===== config.mk =====
export PLATFORM = sky130hd
export DESIGN_NAME = pc_gen_ras
export DESIGN_NICKNAME = d
export VERILOG_FILES = /design/src/rtl/pc_pkg.sv /design/src/rtl/ras_stack.sv /design/src/rtl/pc_gen_ras.sv
export SDC_FILE = /design/constraint.sdc
export NUM_CORES = 1
export LEC_CHECK = 0
export CORE_ASPECT_RATIO = 1.1
export CORE_MARGIN = 1.5
export CORE_UTILIZATION = 57
export CTS_CLUSTER_DIAMETER = 200
export DETAILED_ROUTE_END_ITERATION = 7
export GPL_TIMING_DRIVEN = 0
export PLACE_DENSITY = 0.89
export SLEW_MARGIN = 20
export SYNTH_ARGS = -nofsm -noshare
export SYNTH_HDL_FRONTEND = slang
export SYNTH_SLANG_ARGS = --single-unit
export TNS_END_PERCENT = 30

===== constraint.sdc =====
create_clock -name clk_i -period 13.3 [get_ports clk_i]
set_input_delay 1.33 -clock clk_i [delete_from_list [all_inputs] [get_ports clk_i]]
set_output_delay 1.33 -clock clk_i [all_outputs]
set_load 0.03 [all_outputs]

===== src/rtl/pc_pkg.sv =====
// Shared types for the IF-stage PC generator and its return-address stack.
// Holds the next-PC source select and RAS operation encodings.
package pc_pkg;

  typedef enum logic [2:0] {
    SEL_SEQ,
    SEL_JMP,
    SEL_RET,
    SEL_BR,
    SEL_TRAP
  } sel_t;

  typedef enum logic [1:0] {
    RAS_NOP,
    RAS_PUSH,
    RAS_POP,
    RAS_SWAP
  } ras_op_t;

endpackage


===== src/rtl/ras_stack.sv =====
// Circular return-address stack: push/pop/swap/flush, top entry view.
// Ports: clk_i, rst_i, flush_i, op_i, data_i -> top_o, empty_o, full_o.
module ras_stack
  import pc_pkg::*;
#(
  parameter int XLEN      = 32,
  parameter int RAS_DEPTH = 4
) (
  input  logic            clk_i,
  input  logic            rst_i,
  input  logic            flush_i,
  input  ras_op_t         op_i,
  input  logic [XLEN-1:0] data_i,
  output logic [XLEN-1:0] top_o,
  output logic            empty_o,
  output logic            full_o
);

  localparam int PW = $clog2(RAS_DEPTH);
  localparam int CW = $clog2(RAS_DEPTH + 1);

  logic [XLEN-1:0] mem [RAS_DEPTH];
  logic [PW-1:0]   ptr;
  logic [CW-1:0]   cnt;
  logic [PW-1:0]   ptr_inc;
  logic [PW-1:0]   ptr_dec;

  // Depth is a power of two, so pointer arithmetic wraps naturally.
  assign ptr_inc = ptr + PW'(1);
  assign ptr_dec = ptr - PW'(1);

  assign top_o   = mem[ptr];
  assign empty_o = (cnt == '0);
  assign full_o  = (cnt == CW'(RAS_DEPTH));

  always_ff @(posedge clk_i) begin
    if (rst_i) begin
      ptr <= '0;
      cnt <= '0;
    end else if (flush_i) begin
      cnt <= '0;
    end else begin
      case (op_i)
        RAS_PUSH: begin
          // When full the oldest slot is overwritten; count saturates.
          ptr <= ptr_inc;
          if (!full_o) cnt <= cnt + CW'(1);
        end
        RAS_POP: begin
          ptr <= ptr_dec;
          cnt <= cnt - CW'(1);
        end
        default: ;
      endcase
    end
  end

  always_ff @(posedge clk_i) begin
    if (!rst_i && !flush_i) begin
      case (op_i)
        RAS_PUSH: mem[ptr_inc] <= data_i;
        RAS_SWAP: mem[ptr]     <= data_i;
        default: ;
      endcase
    end
  end

endmodule


===== src/rtl/pc_gen_ras.sv =====
// IF-stage PC generator: priority next-PC select, PC and redirect registers.
// Ports: control/targets from hazard, ID, EX -> pc_o, pc_plus_o, redirect_o, RAS flags.
module pc_gen_ras
  import pc_pkg::*;
#(
  parameter int              XLEN      = 32,
  parameter logic [XLEN-1:0] RESET_VEC = '0,
  parameter logic [XLEN-1:0] TRAP_VEC  = XLEN'('h100),
  parameter int              INC       = 4,
  parameter int              RAS_DEPTH = 4
) (
  input  logic            clk_i,
  input  logic            rst_i,
  input  logic            start_i,
  input  logic            pc_wr_i,
  input  logic            trap_i,
  input  logic            branch_taken_i,
  input  logic [XLEN-1:0] branch_tgt_i,
  input  logic            jump_i,
  input  logic [XLEN-1:0] jump_tgt_i,
  input  logic            call_i,
  input  logic            ret_i,
  output logic [XLEN-1:0] pc_o,
  output logic [XLEN-1:0] pc_plus_o,
  output logic            redirect_o,
  output logic            ras_empty_o,
  output logic            ras_full_o
);

  logic            upd;
  logic            is_trap;
  logic            is_br;
  logic            is_ret;
  logic            is_jmp;
  sel_t            sel;
  ras_op_t         op_c;
  ras_op_t         ras_op;
  logic [XLEN-1:0] ras_top;
  logic [XLEN-1:0] pc_nxt;

  assign pc_plus_o = pc_o + XLEN'(INC);
  assign upd       = start_i & (pc_wr_i | trap_i);

  // One-hot qualified sources so the decoder below is truly unique.
  assign is_trap = trap_i;
  assign is_br   = branch_taken_i & ~trap_i;
  assign is_ret  = ret_i & ~ras_empty_o & ~trap_i & ~branch_taken_i;
  assign is_jmp  = jump_i & ~trap_i & ~branch_taken_i & ~is_ret;

  always_comb begin
    sel    = SEL_SEQ;
    op_c   = RAS_NOP;
    pc_nxt = pc_plus_o;
    unique case (1'b1)
      is_trap: begin
        sel    = SEL_TRAP;
        pc_nxt = TRAP_VEC;
      end
      is_br: begin
        sel    = SEL_BR;
        pc_nxt = branch_tgt_i;
      end
      is_ret: begin
        sel    = SEL_RET;
        pc_nxt = ras_top;
        // Return and call together: replace top instead of pop+push.
        op_c   = (jump_i & call_i) ? RAS_SWAP : RAS_POP;
      end
      is_jmp: begin
        sel    = SEL_JMP;
        pc_nxt = jump_tgt_i;
        op_c   = call_i ? RAS_PUSH : RAS_NOP;
      end
      default: ;
    endcase
  end

  assign ras_op = upd ? op_c : RAS_NOP;

  ras_stack #(
    .XLEN      (XLEN),
    .RAS_DEPTH (RAS_DEPTH)
  ) u_ras (
    .clk_i   (clk_i),
    .rst_i   (rst_i),
    .flush_i (upd & trap_i),
    .op_i    (ras_op),
    .data_i  (pc_plus_o),
    .top_o   (ras_top),
    .empty_o (ras_empty_o),
    .full_o  (ras_full_o)
  );

  always_ff @(posedge clk_i) begin
    if (rst_i) begin
      pc_o       <= RESET_VEC;
      redirect_o <= 1'b0;
    end else if (upd) begin
      pc_o       <= pc_nxt;
      redirect_o <= (sel != SEL_SEQ);
    end
  end

endmodule

; After elaboration in Yosys (flattened, before gate mapping)
; Memories as Yosys holds them, arrays and structs flattened. A register that Yosys moved wholly into a read port is not among the register bits.
; Cells that the tools add are included.
[word_totals]
ff_bits = 38
mem_bits_rw = 128
output_inout_bits = 67
mem_count = 1
inputBits = 73
[memory_table]
columns = memory, words, width, read_ports, rd_clocked_by_memory_dff, write_ports, line
row1 = u_ras.mem, 4, 32, 1, 1, 1, ras_stack.sv:22  ; logic [XLEN-1:0] mem [RAS_DEPTH];
[classes]
n_reduce_logical = 10
muxes = 20
bitwise = 16
n_addsub = 5
eq_ne = 5
[ops]
columns = op, n
row1 = $pmux W32 S4, 1
row2 = $add A32 B3 Y32 const B, 1
row3 = $mux W32, 1
row4 = $reduce_or A32 Y1, 1
row5 = $pmux W3 S4, 1
row6 = $and A1 B1 Y1, 10
row7 = $mux W1, 9
row8 = $mux W2, 4
row9 = $pmux W2 S2, 2
row10 = $pmux W3 S2, 1
row11 = $not A1 Y1, 5
row12 = $eq A2 B2 Y1 const B, 2
row13 = $reduce_and A2 Y1, 2
row14 = $add A3 B1 Y3 const B, 1
row15 = $eq A3 B3 Y1 const B, 1
row16 = $logic_not A3 Y1, 1
row17 = $mux W3, 1
row18 = $reduce_bool A3 Y1, 1
row19 = $sub A3 B1 Y3 const B, 1
row20 = $add A2 B1 Y2 const B, 1
row21 = $eq A2 B1 Y1 const B, 1
row22 = $logic_not A1 Y1, 2
row23 = $ne A2 B2 Y1 const B, 1
row24 = $reduce_bool A2 Y1, 1
row25 = 4 further kinds, 4

; Depth between registers and ports, before layout
[logic_depth]
word_depth = 15
ltp_mapped = 13
mapped_depth_nobuf = 10

; Hierarchy
; Synthesis repeated with hierarchy kept, for this count alone.
[hier_totals]
hier_cells = 595
area_unflattened_um2 = 8006.4
[modules_own_cells]
columns = module, cells_per_inst, instances, area_per_inst_um2, seq_area_each_um2
row1 = ras_stack, 219, 1, 5081.1, 3983.8
row2 = pc_gen_ras, 376, 1, 2925.3, 660.6

; Worst setup path after synthesis
; Ideal clock, no wire load.
[synth_timing]
path_kind = input to register
from = input trap_i
to = memory u_ras.mem[1][0], enable pin
t_required_ps = 12830
setup_slack_ps = 7462
t_arrival_ps = 5368
path_stages = 10
path_buffers = 4
path_cell_list = clkbuf_1 > o21ai_0 > clkbuf_1 > buf_2 > buf_2 > nor2_1 > ha_1 > nor2_1 > nand2_1 > a211oi_1
[synth_via]
elab_chain_cells = 13
[synth_rtl]
columns = item, line
row1 = from (decl), pc_gen_ras.sv:16  ; input logic trap_i,
row2 = $not A1 Y1, "pc_gen_ras.sv:47, pc_gen_ras.sv:48"
row3 = $and A1 B1 Y1 (2 in series), pc_gen_ras.sv:47  ; assign is_ret = ret_i & ~ras_empty_o & ~trap_i & ~branch_taken_i;
row4 = $not A1 Y1, pc_gen_ras.sv:48  ; assign is_jmp = jump_i & ~trap_i & ~branch_taken_i & ~is_ret;
row5 = $and A1 B1 Y1, pc_gen_ras.sv:48
row6 = $pmux W2 S2, pc_gen_ras.sv:54  ; unique case (1'b1)
row7 = $mux W2, pc_gen_ras.sv:78  ; assign ras_op = upd ? op_c : RAS_NOP;
row8 = $eq A2 B2 Y1, ras_stack.sv:60  ; case (op_i)
row9 = $mux W1, ras_stack.sv:60
row10 = $mux W1, ras_stack.sv:59  ; if (!rst_i && !flush_i) begin
row11 = $mux W1 (not written as such), ras_stack.sv:62  ; RAS_SWAP: mem[ptr] <= data_i;
row12 = $reduce_or A32 Y1 (no line), -
row13 = $mux W2 (no line) or $mux W1 (tied branches), -
row14 = to (decl), ras_stack.sv:22
; Several ways; a longest one is shown, not always the timed one.

; Final worst setup path
[layout_timing]
from = input trap_i
to = memory u_ras.mem[3][7], enable pin
; Same word-level chain as after synthesis.

==> impl_metrics.yaml <==
synth:
  synth_ff_type: "edfxtp_1"
  yosysWarnings: 0
  yosysUniqueCellTypes: 76
  syn_nets: 688
  netlist_instances: 610
  synth.avg_cell_area_um2: 13.1
  yosysSeqAreaShare_pct: 58.1
  ys_ff_latch: 168
  synth_edf_count: 128
  netlist_area_um2: 7990
  async_reset_ff_share_pct: 0
clock_tree:
  clk_pin_slew_worst_paths_ns: 0.06
  hold_buffers: 0
  post_cts_resized: 0
  clockBufferDepth: 2
  numClockSinks: 168
  root_buffer: "clkbuf_16"
  insertion_delay_ns: 0.43
  postCtsSetupBuffers: 0
  cts_inserted_buffers: 17
  htree_levels: 4
  cts_tree: "built"
power_and_ir_drop:
  seq_power_share_pct: 47.5
  leakage_nw: 3.36
  p_switching_uw: 301
  swShare_pct: 24.5
  combPwrFrac_pct: 11.1
  p_per_area_nw_per_um2: 119
  p_total_mw: 1.23
  p_int_uw: 925
  ir_drop_mv: 0.109
  pwr-share-clk_pct: 41.3
floorplan:
  start_util_pct: 58.2
  die_area_um2: 14700
  die_w_um: 116
  ios: 140
  coreArea_um2: 13700
  die_y_um: 127
  rows: 45
sta:
  worst_pin_slew_ns: 0.819
  fin_setup_tns_ns: 0
  slew_headroom_pct: 45.4
  finalHoldViolations: 0
  finClkSkew_ns: 0.00807
  setup_violations: 0
  finalMaxSlewViolations: 0
  max_freq_mhz: 182
  fin_crit_sh_pct: 41.2
  rsz0062_at_grt: "no"
  finalCriticalPeriod_ns: 5.48
cells_and_area:
  drive_gt1_share_pct: 14.3
  syn_to_final_growth_pct: 29.3
  mostFrequentLayoutCell: "clkdlybuf4s50_1"
  layout.nets: 850
  antenna_cells: 0
  mostFrequentLayoutCells: "clkdlybuf4s50_1 (137), edfxtp_1 (128), nand2_1 (48)"
grt:
  grt-busiest-layer: "met2"
  met3_usage_pct: 6.64
  antenna_found_initial: 0
  grt_pass1_vias: 6312
  use_met2_pct: 55.1
  grt_max_degree: 23
  gr-usage-all-layers_pct: 34.0
  use_met1_pct: 44.8
  grt-ovfl-total: 0
  grt_pass1_wl_um: 36200
worst_setup_path:
  cp-start-kind: "input pin"
  crit_arrival_ns: 5.63
  crit_slowest_cell: "a211oi_4"
  critical-path-top-delay-family: "buffers and inverters"
  setup.worst_path.class: "in -> reg"
  slowest_delay_ns: 0.65
  path_buf_inv: 7
  cp_data_required_time_ns: 13.44
  crit_fanout: 13
  worstSetupEndpointType: "register"
  cp_cell_sequence: "clkdlybuf4s50_1 > clkbuf_1 > o21ai_0 > clkbuf_1 > buf_2 > buf_2 > nor2_1 > ha_1 > nor2_1 > nand2_1 > a211oi_4 > buf_6 > buf_8"
route:
  drt-total-wl_um: 24400
  num_vias: 6387
  wl_per_cell_um: 25.1
  ant_nets: 0
  drtIter0Drc: 736
  first_pass_iters: 6
  vias_per_cell: 6.57
  drc: 0
job:
  drv_cap: 0
placed_design:
  port_buffers: 137
  gp_congestion: 0.978
  place_hpwl_um: 17300
run_status:
  status: "finished, final reports clean"
worst_hold_path:
  hold_path.class: "reg -> reg"
==> state kept, by name (all words and copies together), names as in the netlist, named ones only <==
register and cells:
redirect_o 1, u_ras.mem 128, u_ras.ptr 2, u_ras.cnt 3, pc_o 32
==> worst register-to-register path: stages (launching register included) <==
cell and delay (ns):
dfxtp_1 0.46, o31a_1 0.41, nand2_1 0.19, nor2_1 0.31, ha_1 0.33, nand2_1 0.18
a211oi_4 0.67, buf_6 0.28, buf_8 0.19
==> path summary, 6_finish.rpt <==
path                              startpoint         endpoint  slack, ns  depth (start not counted)
worst max register to register  u_ras.cnt[1]  u_ras.mem[3][7]       9.99                          8
worst min-delay path                 pc_o[3]          pc_o[3]       0.56                          2
worst min register to register       pc_o[3]          pc_o[3]       0.56                          2
worst max-delay path                  trap_i  u_ras.mem[3][7]       7.82                         13
==> through the flow <==
stage / instances / setup slack, ns / instance area, um2 / hold WS, ns / util (%)
finish: 972 / 7.82 / 10300 / 0.558 / 75.2
global route: 972 / 7.59 / 10300 / 0.556 / 75.2
CTS: 972 / 7.88 / 10300 / 0.544 / 75.2
detailed placement: 941 / 7.41 / 9730 / 0.529 / 70.8
global placement: 935 / 4.40 / 9600 / 0.510 / 69.8
floorplan: 610 / 7.46 / 7990 / 0.564 / -
==> synth_stat cells, types with 9 or more instances <==
master	n	share of area, %
xor2_1	13	1.4
a31oi_1	11	0.86
dfxtp_1	40	10
xnor2_1	19	2.1
nand3_1	14	0.88
a21o_1	9	0.85
o21ai_0	21	1.3
inv_1	14	0.66
edfxtp_1	128	48
a21oi_1	30	1.9
nor3_1	13	0.81
nor2_1	36	1.7
nand2_1	48	2.3
a22oi_1	15	1.4
clkbuf_1	24	1.1
mux4_2	32	9.0
==> routing by layer <==
metal | vias to the layer above | routed length (um)
met5 | - | 0
met4 | 0 | 789
met3 | 77 | 2410
met2 | 496 | 12000
met1 | 3109 | 9240
li1 | 2705 | -
==> cells by family (layout without fill, tap and decap cells) <==
| logic type | count (synthesis) | count (layout) | share of synthesized area (%) |
|---|---|---|---|
| compound gates | 145 | 145 | 12.8 |
| xor+xnor | 32 | 32 | 3.51 |
| fa+ha+maj | 5 | 5 | 0.877 |
| buf+inv | 58 | 232 | 3.93 |
| flops | 168 | 168 | 58.1 |
| mux | 36 | 36 | 9.60 |
| simple gates | 166 | 166 | 11.2 |
==> cell type report <==
cell class,count,area [um2]
Tap cell,188,235
Inverter,14,52.6
Fill cell,918,3410
Timing Repair Buffer,143,1470
Multi-Input combinational cell,384,3070
Clock inverter,14,173
Sequential cell,168,4640
Buffer,44,262
Clock buffer,17,425
==> power by group through the flow <==
stage               Clock, mW  Combinational [mW]  Sequential (mW)
floorplan                   0              0.0566            0.601
global placement            0               0.129            0.593
detailed placement          0               0.133            0.593
CTS                     0.506               0.134            0.582
global route            0.525               0.142            0.583
finish                  0.506               0.136            0.583
Power figures use the tool's default switching activity.
